--- config.mk ---
export PLATFORM = sky130hd
export DESIGN_NAME = tmr_error_collector
export DESIGN_NICKNAME = d
export VERILOG_FILES = /design/src/rtl/tmr_error_pkg.sv /design/src/rtl/tmr_error_popcount.sv /design/src/rtl/tmr_error_collector.sv
export SDC_FILE = /design/constraint.sdc
export NUM_CORES = 1
export LEC_CHECK = 0
export BUFFER_PORTS_ARGS = -buffer_cell sky130_fd_sc_hd__buf_2
export CAP_MARGIN = 20
export CORE_MARGIN = 2
export CORE_UTILIZATION = 50
export DETAILED_ROUTE_END_ITERATION = 12
export GPL_ROUTABILITY_DRIVEN = 0
export PLACE_DENSITY = 0.68
export SLEW_MARGIN = 10
export SYNTH_ARGS = -nofsm -noshare
export SYNTH_HDL_FRONTEND = slang
export SYNTH_SLANG_ARGS = --single-unit
--- constraint.sdc ---
create_clock -name clk -period 6.85 [get_ports clk]
set_input_delay 0.685 -clock clk [delete_from_list [all_inputs] [get_ports clk]]
set_output_delay 0.685 -clock clk [all_outputs]
set_load 0.02 [all_outputs]
--- src/rtl/tmr_error_pkg.sv ---
// Shared definitions for the TMR error collector: readout FSM states and
// the default event-counter width.
package tmr_error_pkg;

    localparam int CNT_W_DEFAULT = 16;

    typedef enum logic {
        ST_IDLE = 1'b0,
        ST_HOLD = 1'b1
    } rd_state_e;

endpackage

--- src/rtl/tmr_error_popcount.sv ---
// Combinational population count of an N-bit vector.
module tmr_error_popcount #(
    parameter int N = 10
) (
    input  logic [N-1:0]             bits_i,
    output logic [$clog2(N+1)-1:0]   count_o
);

    localparam int PW = $clog2(N + 1);

    always_comb begin
        count_o = '0;
        for (int i = 0; i < N; i++) begin
            count_o = count_o + PW'(bits_i[i]);
        end
    end

endmodule

--- src/rtl/tmr_error_collector.sv ---
// Collects per-instance TMR voter-mismatch flags into sticky bits and a
// saturating rise counter, with a snapshot-and-clear readout handshake.
module tmr_error_collector
    import tmr_error_pkg::*;
#(
    parameter int N     = 10,
    parameter int CNT_W = CNT_W_DEFAULT
) (
    input  logic             clk,
    input  logic             rst,
    input  logic [N-1:0]     tmr_error_i,
    input  logic [CNT_W-1:0] thr_i,
    input  logic             rd_req_i,
    input  logic             rd_ack_i,
    output logic             err_any_o,
    output logic             rd_valid_o,
    output logic [N-1:0]     rd_flags_o,
    output logic [CNT_W-1:0] rd_count_o,
    output logic             irq_o
);

    localparam int PW = $clog2(N + 1);
    // One spare bit above the wider operand so the sum never wraps before saturation.
    localparam int SW = ((CNT_W > PW) ? CNT_W : PW) + 1;
    localparam logic [SW-1:0] CNT_MAX = {{(SW-CNT_W){1'b0}}, {CNT_W{1'b1}}};

    logic [N-1:0]     q_q, qd_q, sticky_q, sticky_d, rd_flags_q, rd_flags_d;
    logic [CNT_W-1:0] count_q, count_d, rd_count_q, rd_count_d, count_sat;
    logic             irq_q, irq_d;
    rd_state_e        state_q, state_d;
    logic [N-1:0]     rise;
    logic [PW-1:0]    pop;
    logic [SW-1:0]    sum;

    assign rise = q_q & ~qd_q;

    tmr_error_popcount #(.N(N)) u_popcount (
        .bits_i  (rise),
        .count_o (pop)
    );

    always_comb begin
        sum        = SW'(count_q) + SW'(pop);
        count_sat  = (sum > CNT_MAX) ? {CNT_W{1'b1}} : sum[CNT_W-1:0];
        state_d    = state_q;
        sticky_d   = sticky_q | rise;
        count_d    = count_sat;
        rd_flags_d = rd_flags_q;
        rd_count_d = rd_count_q;
        case (state_q)
            ST_IDLE: begin
                // Snapshot includes this cycle's rises so nothing falls between copy and clear.
                if (rd_req_i) begin
                    state_d    = ST_HOLD;
                    rd_flags_d = sticky_q | rise;
                    rd_count_d = count_sat;
                    sticky_d   = '0;
                    count_d    = '0;
                end
            end
            ST_HOLD: begin
                if (rd_ack_i) begin
                    state_d = ST_IDLE;
                end
            end
            default: state_d = ST_IDLE;
        endcase
        irq_d = (thr_i != '0) && (count_d >= thr_i);
    end

    always_ff @(posedge clk or posedge rst) begin
        if (rst) begin
            q_q        <= '0;
            qd_q       <= '0;
            sticky_q   <= '0;
            count_q    <= '0;
            irq_q      <= 1'b0;
            state_q    <= ST_IDLE;
            rd_flags_q <= '0;
            rd_count_q <= '0;
        end else begin
            q_q        <= tmr_error_i;
            qd_q       <= q_q;
            sticky_q   <= sticky_d;
            count_q    <= count_d;
            irq_q      <= irq_d;
            state_q    <= state_d;
            rd_flags_q <= rd_flags_d;
            rd_count_q <= rd_count_d;
        end
    end

    assign err_any_o  = |q_q;
    assign rd_valid_o = (state_q == ST_HOLD);
    assign rd_flags_o = rd_flags_q;
    assign rd_count_o = rd_count_q;
    assign irq_o      = irq_q;

endmodule
==> impl_metrics.tcl <==
set metrics [dict create \
    met2_usage_pct 29.1 \
    ys_ff_latch 74 \
    io_pins 59 \
    path_clk_slew_ps 80 \
    tns_ps 0 \
    grtUsageMet1_pct 27.2 \
    tightest_slew_ps 907 \
    fin_nets 463 \
    period_needed_ps 6400 \
    leakage_uw 0.00212 \
    drtAntennaViolNets 0 \
    wl_mm 6.86 \
    critical_path_class "register to register" \
    crit_fanout 9 \
    startpoint_type "register" \
    synthesis.area_sq_um 3560 \
    cp_data_required_time_ps 7060 \
    slew_viol_final 0 \
    netlist_top_cells_area "dfrtp_1, ha_1, nor2_1, a21oi_1, fa_1" \
    grt_max_degree 75 \
    fp-row-count 30 \
    peakVddDrop_mv 0.139 \
    clk_latency_ps 350 \
    io_buffers 58 \
    cellPowerDensity_nw_per_um2 304 \
    numCtsBuffers 9 \
    worstPathArrival_ps 6620 \
    yosys.area.top_type "dfrtp_1" \
    period_share_pct 93.5 \
    htree_levels 3 \
    grt-busiest-layer "met2" \
    syn_area_per_cell_sq_um 10.5 \
    areaGrowthSynthToFinish_pct 17.4 \
    grt_pass1_wl_mm 11.4 \
    first_global_vias 2439 \
    yosysTopAreaCellShare_pct 52.0 \
    yosysSeqAreaShare_pct 52.0 \
    core_area_sq_um 6830 \
    hold_violations 0 \
    syn_inst 340 \
    drive_gt1_share_pct 21.9 \
    diodes 0 \
    fp.dieW_um 88.4 \
    clkSinkCount 74 \
    initial_utilization_pct 52.1 \
    holdWs_ps 394 \
    fp.dieH_um 88.4 \
    synth-warning-count 0 \
    setup_viol 0 \
    final_cells 502 \
    gr-total-overflow 0 \
    cts_resized 0 \
    cts-root-buf "clkbuf_8" \
    clock.fmax_ghz 0.156 \
    synthesis.nets 402 \
    cts_setup_buffers 0 \
    routed-via-count 2530 \
    grt.met3_usage_pct 5.13 \
    routed_via_density 5.04 \
    drc 0 \
    fin_worst_skew_ps 9.90 \
    clockBufferDepth 2 \
    postCtsHoldBufs 0 \
    grt_util_all_layers_pct 19.3 \
    wire_per_inst_um 13.7 \
    antenna_found_initial 0 \
    rsz0062_at_grt "false" \
    maxCapViolCount 0 \
    hp-class "register to register" \
    endpoint_kind "register" \
    dr.pass1.iters 4 \
    tritoncts "done" \
    status "finished, final reports clean" \
    synth_cell_types 47 \
    place_inst 485 \
    place.detailed.hpwl_mm 5.11 \
    die-area_sq_um 7810 \
    drt_first_iter_violations 64 \
    slew_headroom_pct 39.5 \
]
metal layers:
layer / part of all wire [%] / routed length (um) / vias to the layer above
met5: 0 / 0 / -
met4: 1.2 / 82 / 0
met3: 4.3 / 293 / 10
met2: 46 / 3130 / 49
met1: 49 / 3350 / 1195
li1: - / - / 1276
sequential cells by signal, summed over array words and instances (netlist names):
signal	count
count_q	16
q_q	10
rd_count_o	16
irq_o	1
qd_q	10
rd_flags_o	10
sticky_q	10
rd_valid_o	1
synth_stat cells, drive strengths merged:
cell     instances
dfrtp           74
nor2            50
a21oi           32
inv             31
ha              25
nand2           17
o21ai           15
nor2b           13
clkbuf           8
nand2b           8
fa               7
nor4             6
xor2             6
and3             5
nand4            5
a211oi           4
a21o             4
nand3            4
nor3             3
and4             2
buf              2
o211ai           2
o21bai           2
o31ai            2
a2111oi          1
a21boi           1
a22o             1
a31o             1
a31oi            1
a41oi            1
and3b            1
mux2i            1
nand3b           1
o2111ai          1
or2              1
or3              1
xnor2            1
critical path: stages, from the launching register on:
cell and delay, ps:
dfrtp_1 400, nor2b_1 150, ha_1 280, inv_1 50, fa_1 500, fa_1 540
inv_1 50, fa_1 500, fa_1 470, inv_1 80, fa_1 450, fa_1 420
nand2b_1 240, a21oi_4 300, and3b_2 360, o21ai_1 120, ha_1 330, nand2b_1 140
a211oi_1 230, o21ai_0 150, a2111oi_0 360, o21ai_0 140
per-stage QoR:
step / area (sq um) / total power, uW / worst slack (ps) / util (%)
6_report: 4180 / 1270 / 446 / 61.1
4_1_cts: 4150 / 1280 / 357 / 60.7
3_3_place_gp: 3940 / 915 / 593 / 57.6
5_1_grt: 4180 / 1360 / 49.6 / 61.1
2_1_floorplan: 3560 / 815 / 966 / -
3_5_place_dp: 3940 / 928 / 409 / 57.6
final cells by class:
type / count / area (sq um)
multi-input cells: 225 / 1550
flip-flops and latches: 74 / 1850
clock buffers: 10 / 138
well taps: 96 / 120
inverters: 31 / 116
repair buffers: 60 / 325
clock inverters: 6 / 72.6
fillers: 599 / 2660
cell usage in the layout, fill, tap and decap left out, types with 2 or more instances in the layout:
cell and n:
a211oi_1 4, a21o_1 4, a21oi_1 31, and3_1 4, and4_1 2, buf_2 58, clkbuf_8 10, clkinv_4 2
dfrtp_1 74, fa_1 7, ha_1 25, inv_1 30, inv_6 2, nand2_1 17, nand2b_1 8, nand3_1 4
nand4_1 5, nor2_1 48, nor2b_1 12, nor3_1 2, nor4_1 6, o21ai_0 7, o21ai_1 8, xor2_1 6
where the power goes:
group | switching [uW] | leakage (uW) | internal, uW
registers | 35.0 | 0.000912 | 503
clock network | 169 | 0.000103 | 182
logic | 234 | 0.00110 | 147
total | 438 | 0.00212 | 833
path summary, 6_finish.rpt:
| path | slack (ps) | start | to | depth (start not counted) |
|---|---|---|---|---|
| setup / recovery | 450 | q_q[0] | irq_o | 21 |
| hold / removal | 390 | q_q[1] | qd_q[1] | 0 |
| max in group asynchronous | 5650 | rst | sticky_q[5] | 3 |
| setup reg to reg | 450 | q_q[0] | irq_o | 21 |
| min in group asynchronous | 620 | rst | rd_flags_o[0] | 3 |
| hold reg to reg | 390 | q_q[1] | qd_q[1] | 0 |
kinds of logic after synthesis:
family	Yosys count	synth area share, %
muxes	1	0.281
xor gates and xnor gates	7	1.72
buffers and inverters	41	4.57
adders and majority gates	32	12.7
and+or+nand+nor	117	16.8
DFF	74	52.0
AOI/OAI and AO/OA	68	11.9
(Power assumes the default switching activity.)
